<file path="src/rtl/counter_sequencer.sv">
// Sequencer for the two LED counters: clear both, pulse A COUNT_A times, then pulse B
// until it wraps (or TIMEOUT_B pulses elapse). All outputs are registered.
module counter_sequencer #(
  parameter int TICK      = 4,
  parameter int COUNT_A   = 8,
  parameter int TIMEOUT_B = 16
) (
  input  logic       clk,
  input  logic       reset,
  input  logic       start,
  input  logic       abort,
  input  logic       wrap_b,
  output logic       en_a,
  output logic       en_b,
  output logic       clr,
  output logic       busy,
  output logic       done,
  output logic       timeout,
  output logic [1:0] phase
);
  localparam int PW = $clog2(TICK);

  typedef enum logic [2:0] {S_IDLE, S_CLEAR, S_RUN_A, S_RUN_B, S_DONE} state_e;

  state_e        state_q, state_d;
  logic [PW-1:0] psc_q, psc_d;
  logic [4:0]    cnt_q, cnt_d, cnt_inc;
  logic [2:0]    sync_q;
  logic          tmo_q, tmo_d;
  logic          abort_clr, start_edge, tc;
  logic [1:0]    phase_d;
  logic          en_a_q, en_b_q, clr_q, busy_q, done_q;
  logic [1:0]    phase_q;

  always_comb begin
    start_edge = sync_q[1] & ~sync_q[2];
    tc         = (psc_q == PW'(TICK - 1));
    cnt_inc    = cnt_q + 5'd1;
    state_d    = state_q;
    psc_d      = psc_q;
    cnt_d      = cnt_q;
    tmo_d      = tmo_q;
    abort_clr  = 1'b0;
    case (state_q)
      S_IDLE: if (start_edge) begin
        state_d = S_CLEAR;
        psc_d   = '0;
        cnt_d   = '0;
        tmo_d   = 1'b0;
      end
      S_CLEAR: state_d = S_RUN_A;
      S_RUN_A: if (tc) begin
        psc_d = '0;
        cnt_d = cnt_inc;
        if (cnt_inc == 5'(COUNT_A)) begin
          state_d = S_RUN_B;
          cnt_d   = '0;
        end
      end else psc_d = psc_q + PW'(1);
      // wrap_b wins over a coincident terminal count, so no extra en_b is issued
      S_RUN_B: if (wrap_b) state_d = S_DONE;
      else if (tc) begin
        psc_d = '0;
        cnt_d = cnt_inc;
        if (cnt_inc == 5'(TIMEOUT_B)) begin
          state_d = S_DONE;
          tmo_d   = 1'b1;
        end
      end else psc_d = psc_q + PW'(1);
      S_DONE:  state_d = S_IDLE;
      default: state_d = S_IDLE;
    endcase
    if (abort && (state_q inside {S_CLEAR, S_RUN_A, S_RUN_B})) begin
      state_d   = S_IDLE;
      psc_d     = '0;
      cnt_d     = '0;
      tmo_d     = tmo_q;
      abort_clr = 1'b1;
    end
    case (state_d)
      S_IDLE:  phase_d = 2'd0;
      S_RUN_A: phase_d = 2'd1;
      S_RUN_B: phase_d = 2'd2;
      default: phase_d = 2'd3;
    endcase
  end

  // Outputs are computed from next state so they line up with the state they describe.
  always_ff @(posedge clk or negedge reset) begin
    if (!reset) begin
      sync_q  <= '0;
      state_q <= S_IDLE;
      psc_q   <= '0;
      cnt_q   <= '0;
      tmo_q   <= 1'b0;
      en_a_q  <= 1'b0;
      en_b_q  <= 1'b0;
      clr_q   <= 1'b0;
      busy_q  <= 1'b0;
      done_q  <= 1'b0;
      phase_q <= 2'd0;
    end else begin
      sync_q  <= {sync_q[1:0], start};
      state_q <= state_d;
      psc_q   <= psc_d;
      cnt_q   <= cnt_d;
      tmo_q   <= tmo_d;
      en_a_q  <= (state_d == S_RUN_A) && (psc_d == PW'(TICK - 1));
      en_b_q  <= (state_d == S_RUN_B) && (psc_d == PW'(TICK - 1));
      clr_q   <= (state_d == S_CLEAR) || abort_clr;
      busy_q  <= (state_d != S_IDLE);
      done_q  <= (state_d == S_DONE);
      phase_q <= phase_d;
    end
  end

  assign en_a    = en_a_q;
  assign en_b    = en_b_q;
  assign clr     = clr_q;
  assign busy    = busy_q;
  assign done    = done_q;
  assign timeout = tmo_q;
  assign phase   = phase_q;
endmodule

</file>
<file path="config.mk">
export PLATFORM = sky130hd
export DESIGN_NAME = counter_sequencer
export DESIGN_NICKNAME = d
export VERILOG_FILES = /design/src/rtl/counter_sequencer.sv
export SDC_FILE = /design/constraint.sdc
export NUM_CORES = 1
export LEC_CHECK = 0
export ABC_AREA = 1
export CAP_MARGIN = 0
export CORE_AREA = 2 2 50 52
export CTS_CLUSTER_DIAMETER = 150
export DETAILED_ROUTE_END_ITERATION = 12
export DIE_AREA = 0 0 52 54
export DONT_BUFFER_PORTS = 1
export PLACE_DENSITY_LB_ADDON = 0.1
export SLEW_MARGIN = 20
export SYNTH_ARGS = -nofsm -noshare
export SYNTH_HDL_FRONTEND = slang
export SYNTH_SLANG_ARGS = --single-unit
export TNS_END_PERCENT = 100
</file>
<file path="constraint.sdc">
create_clock -name clk -period 2.08 [get_ports clk]
set_input_delay 0.416 -clock clk [delete_from_list [all_inputs] [get_ports clk]]
set_output_delay 0.416 -clock clk [all_outputs]
set_load 0.01 [all_outputs]
</file>
Yosys cells after proc, flatten, opt, wreduce, memory -nomap -nowiden
Index checks and enable logic that the tools add are counted.
{"block": "totals", "word_cells": 74, "input_bits": 5, "out_inout_bits": 8, "register_bits": 21}
{"block": "classes", "eq_ne": 19, "bitwise": 3, "n_addsub": 2, "mux": 27, "n_reduce_logical": 12}
{"op": "5-bit two-way mux", "n": 6}
{"op": "3-bit two-way mux", "n": 7}
{"op": "5-bit case mux with 3 select lines", "n": 1}
{"op": "3-bit by 2-bit equality test with 1-bit output (second input constant)", "n": 4}
{"op": "2-bit case mux with 3 select lines", "n": 2}
{"op": "3-bit case mux with 4 select lines", "n": 1}
{"op": "3-bit by 2-bit != test with 1-bit output (second input constant)", "n": 3}
{"op": "2-bit two-way mux", "n": 4}
{"op": "2-bit != test (second input constant)", "n": 4}
{"op": "3-bit by 1-bit equality test with 1-bit output (second input constant)", "n": 2}
{"op": "3-bit zero test", "n": 2}
{"op": "6-bit AND reduction", "n": 1}
{"op": "3-bit nonzero test", "n": 2}
{"op": "5-bit by 1-bit adder with 5-bit output (second input constant)", "n": 1}
{"op": "5-bit by 4-bit equality test with 1-bit output (second input constant)", "n": 1}
{"op": "5-bit equality test (second input constant)", "n": 1}
{"op": "1-bit two-way mux", "n": 5}
{"op": "5-bit AND reduction", "n": 1}
{"op": "2-bit equality test (second input constant)", "n": 2}
{"op": "4-bit nonzero test", "n": 1}
{"op": "3-bit equality test (second input constant)", "n": 1}
{"op": "1-bit logical AND", "n": 3}
{"op": "3-bit != test (second input constant)", "n": 1}
{"op": "2-bit by 1-bit adder with 2-bit output (second input constant)", "n": 1}
{"op": "other kinds (5)", "n": 6}

Longest topological paths before layout
{"block": "logic_depth", "word_depth": 9, "ltp_mapped": 11}

Worst setup path before layout
No wires, ideal clock.
{"block": "synth_timing", "path_type": "register -> register", "from": "register cnt_q[0]", "to": "register phase_q[0], in the netlist phase[0]", "t_arrival_ns": 1.290, "slack_ns": 0.671, "period_less_slack_ns": 1.409, "path_stages_with_launch": 10, "setup_ns": 0.119, "t_required_ns": 1.961, "path_cell_list": "dfrtp_1 > ha_1 > nand3_1 > nand2_1 > nand2_1 > nand3_1 > nand2_1 > nand3_1 > nand3_1 > nand2_1"}
{"block": "synth_via", "elab_chain_len": 9, "elab_cells_between_ends": 14}
{"element": "from (decl)", "line": "27", "rtl": "logic [4:0] cnt_q, cnt_d, cnt_inc;"}
{"element": "from (signal assigned)", "line": "106", "rtl": "cnt_q <= cnt_d;"}
{"element": "5-bit by 1-bit adder with 5-bit output (*)", "line": "38", "rtl": "cnt_inc = cnt_q + 5'd1;"}
{"element": "5-bit equality test", "line": "65", "rtl": "if (cnt_inc == 5'(TIMEOUT_B)) begin"}
{"element": "3-bit two-way mux", "line": "65"}
{"element": "3-bit two-way mux", "line": "62", "rtl": "else if (tc) begin"}
{"element": "3-bit two-way mux", "line": "61", "rtl": "S_RUN_B: if (wrap_b) state_d = S_DONE;"}
{"element": "3-bit case mux with 4 select lines (*)", "line": "44", "rtl": "case (state_q)"}
{"element": "3-bit two-way mux (*)", "line": "73", "rtl": "if (abort && (state_q inside {S_CLEAR, S_RUN_A, S_RUN_B})) begin"}
{"element": "3-bit by 2-bit equality test with 1-bit output / 3-bit zero test (equally long branches)", "line": "80", "rtl": "case (state_d)"}
{"element": "2-bit case mux with 3 select lines (*)", "line": "80"}
{"element": "via phase_d[0]", "line": "31", "rtl": "logic [1:0] phase_d;"}
{"element": "to (signal assigned)", "line": "113", "rtl": "phase_q <= phase_d;"}
{"element": "to (decl)", "line": "33", "rtl": "logic [1:0] phase_q;"}
The timed path passes the listed nets; every way through them passes the cells marked *.
A chain may end at the register's enable or synchronous reset.

Worst setup path after layout
{"block": "layout_timing", "from": "register cnt_q[0]", "to": "register busy_q, in the netlist busy"}
{"block": "layout_via", "elab_chain_len": 8, "elab_cells_between_ends": 11}
{"element": "5-bit by 1-bit adder with 5-bit output (*)", "line": "38"}
{"element": "5-bit equality test", "line": "65"}
{"element": "3-bit two-way mux", "line": "65"}
{"element": "3-bit two-way mux", "line": "62"}
{"element": "3-bit two-way mux", "line": "61"}
{"element": "3-bit case mux with 4 select lines (*)", "line": "44"}
{"element": "3-bit two-way mux (*)", "line": "73"}
{"element": "3-bit nonzero test (*)", "line": "111", "rtl": "busy_q <= (state_d != S_IDLE);"}
{"element": "to (signal assigned)", "line": "111"}
{"element": "to (decl)", "line": "32", "rtl": "logic en_a_q, en_b_q, clr_q, busy_q, done_q;"}
Every way passes the cells marked *; elsewhere a longest branch is shown, timed or not.

==> flow_summary.toml <==
[run_status]
outcome = "finished, final reports clean"

[synth]
synth-edff-count = 0
yosysTopAreaCell = "dfrtp_1"
synth-simple-area-share_pct = 34.2
synth.cell_area_mm2 = 0.00106
ys_ff_latch = 21
syn_inst = 135
async_flop_share_pct = 100
synth_cell_type_count = 17
yosys_warnings = 0
yosysSeqAreaShare_pct = 49.6
ys.flop_type = "dfrtp_1"
synth.avg_cell_area_um2 = 7.84
synthMuxAreaShare_pct = 0
synth_xor_xnor_area_share_pct = 0
synth-compound-area-share_pct = 4.26
synth_area_leaders = "dfrtp_1, nand2_1, nand3_1, inv_1, nand4_1"
synth_top_family_by_area = "simple AND/OR/NAND/NOR gates"
synth_fa_ha_area_share_pct = 2.36
synthesis.nets = 142
synth_top_area_share_pct = 49.6

[global_route]
grt_start_max_net_pins = 22
overflow = 0
first_global_vias = 804
grt_pass1_wl_um = 3460
gr-usage-all-layers_pct = 16.9
antenna_found_initial = 0

[floorplanning]
die_area_mm2 = 0.00281
die_x_um = 52
initial_core_util_pct = 45.6
core_mm2 = 0.00232
fp-row-count = 18
top_level_ports = 13
die_y_um = 54

[min_path]
min_path_type = "in2async"

[placement]
hpwl_um = 1550
place_congestion = 0.785
port_buffers = 0

[route]
postRouteAntennaNets = 0
drc = 0
drt-wirelength-per-cell_um = 11.9
firstDrtPassIters = 4
routed_wl_um = 2010
vias = 845
drt-initial-drc-count = 14
via_per_inst = 5.00

[timing]
final-setup-viol-count = 0
fin_tns_setup_ns = 0
skew_ns = 0.00817
post-route-period-util_pct = 79.2
slew_viol_final = 0
finalHoldViolCount = 0
tightestPinTransition_ns = 0.461
period_minus_slack_ns = 1.65
rsz0062_at_grt = "no"
fmax_ghz = 0.607
relSlewSlack_pct = 69.3

[cts]
cts_tree = "done"
cts-root-buf = "clkbuf_4"
cts.reportedPaths.clkPinSlew_ns = 0.13
cts_buffers = 3
clkSinkCount = 21
ctsResizeCount = 0
clkLatencyLatePin_ns = 0.31
cts_htree_levels = 1
cts_max_path_buffers = 2

[finish]
nFillCells = 237
regArea_um2 = 526
multi_input_area_um2 = 432
drive_gt1_share_pct = 7.91
postLayoutCoreUtil_pct = 48.4
finalNetCount = 147
n_antenna_cell = 0
syn_to_final_growth_pct = 6.15

[worst_setup_path]
crit_fanout = 6
start_kind = "flip-flop"
required_ns = 2.28
crit_type = "reg2reg"
worstSetupEndpointType = "flip-flop"
cp.arrival_ns = 1.85

[run]
cap_violations = 0

[power_and_ir_drop]
p_leak_nw = 0.653
powerDensity_mw_per_mm2 = 1030
vdd_drop_max_mv = 0.627
-- cell usage after synthesis (2+ instances only) --
cell type  instances
nand4_1            7
nand2_1           39
nor3_1             3
a21oi_1            2
ha_1               2
nand3_1           19
dfrtp_1           21
inv_1             24
nor2_1             9
o21ai_1            2
-- cells by family (layout without fill, tap and decap cells) --
group / Yosys count / in the layout
flip-flops: 21 / 21
buffers and inverters: 26 / 30
adder cells (fa/ha/maj): 2 / 2
AO/OA/AOI/OAI: 6 / 6
AND/OR/NAND/NOR: 80 / 80
-- area by class of cell --
class,count,share of cell area (%)
Clock buffer,3,2.00
Clock inverter,1,0.668
Inverter,25,8.35
Multi-Input combinational cell,88,38.4
Sequential cell,21,46.8
Tap cell,30,3.34
Timing Repair Buffer,1,0.445
-- worst max-delay path: stages, from the launching register on --
cell and delay (ns):
dfrtp_1 0.46, ha_1 0.26, nand2_1 0.07, inv_1 0.09, nand2_1 0.07, inv_1 0.05
nand3_1 0.11, nand2_1 0.13, nand3_1 0.10, nand2_1 0.12, nand3_1 0.09
-- per-layer routing --
metal / global-route usage (%) / vias up / share of wire (%)
met5: 0 / - / 0
met4: 5.26 / 0 / 0.65
met3: 2.22 / 3 / 2.7
met2: 31.0 / 12 / 52
met1: 20.6 / 396 / 45
li1: - / 434 / -
-- where the power goes --
group,leakage [nW],switching (mW),internal (mW)
Sequential,0.278,0.0819,0.488
Combinational,0.362,0.254,0.126
Clock,0.0139,0.137,0.0734
-- per-stage QoR --
stage / power, mW / setup slack, ns / instances / cell area [µm²] / hold WS, ns
after CTS: 1.17 / 0.469 / 169 / 1130 / 0.108
after floorplan: 0.872 / 0.671 / 135 / 1060 / 0.120
final: 1.16 / 0.434 / 169 / 1120 / 0.0248
after global placement: 0.950 / 0.512 / 164 / 1090 / 0.121
after detailed placement: 0.956 / 0.486 / 164 / 1090 / 0.121
after global routing: 1.25 / 0.261 / 169 / 1120 / 0.0698
-- flip-flops by register name, indices dropped and copies added (netlist names) --
register / cells
state_q: 3
phase: 2
en_a: 1
busy: 1
psc_q: 2
clr: 1
cnt_q: 5
sync_q: 3
done: 1
en_b: 1
timeout: 1
-- path summary, 6_finish.rpt --
kind                       slack [ns]                  from  cells past startpoint                    to
hold / removal                   0.02                 reset                      1  cnt_q[1]$_DFFE_PN0P_
setup / recovery                 0.43  cnt_q[0]$_DFFE_PN0P_                     10        busy$_DFF_PN0_
max in group asynchronous        1.73                 reset                      1        busy$_DFF_PN0_
setup reg to reg                 0.43  cnt_q[0]$_DFFE_PN0P_                     10        busy$_DFF_PN0_
hold reg to reg                  0.38   sync_q[0]$_DFF_PN0_                      0   sync_q[1]$_DFF_PN0_
min in group clk                 0.11                 start                      0   sync_q[0]$_DFF_PN0_
-- layout by cell type (no fill, tap or decap), drive strengths merged --
cell type,count
a21oi,3
buf,1
clkbuf,3
clkinvlp,1
dfrtp,21
ha,2
inv,25
nand2,40
nand3,20
nand4,7
nor2,10
nor3,3
o21ai,3
-- what timing repair did --
item / CTS / global route
hold buffers: 1 / 0
hold endpoints to repair: 21 / 0
buffers inserted: 0 / 0
Note: power is estimated with default switching activity, not from simulation.
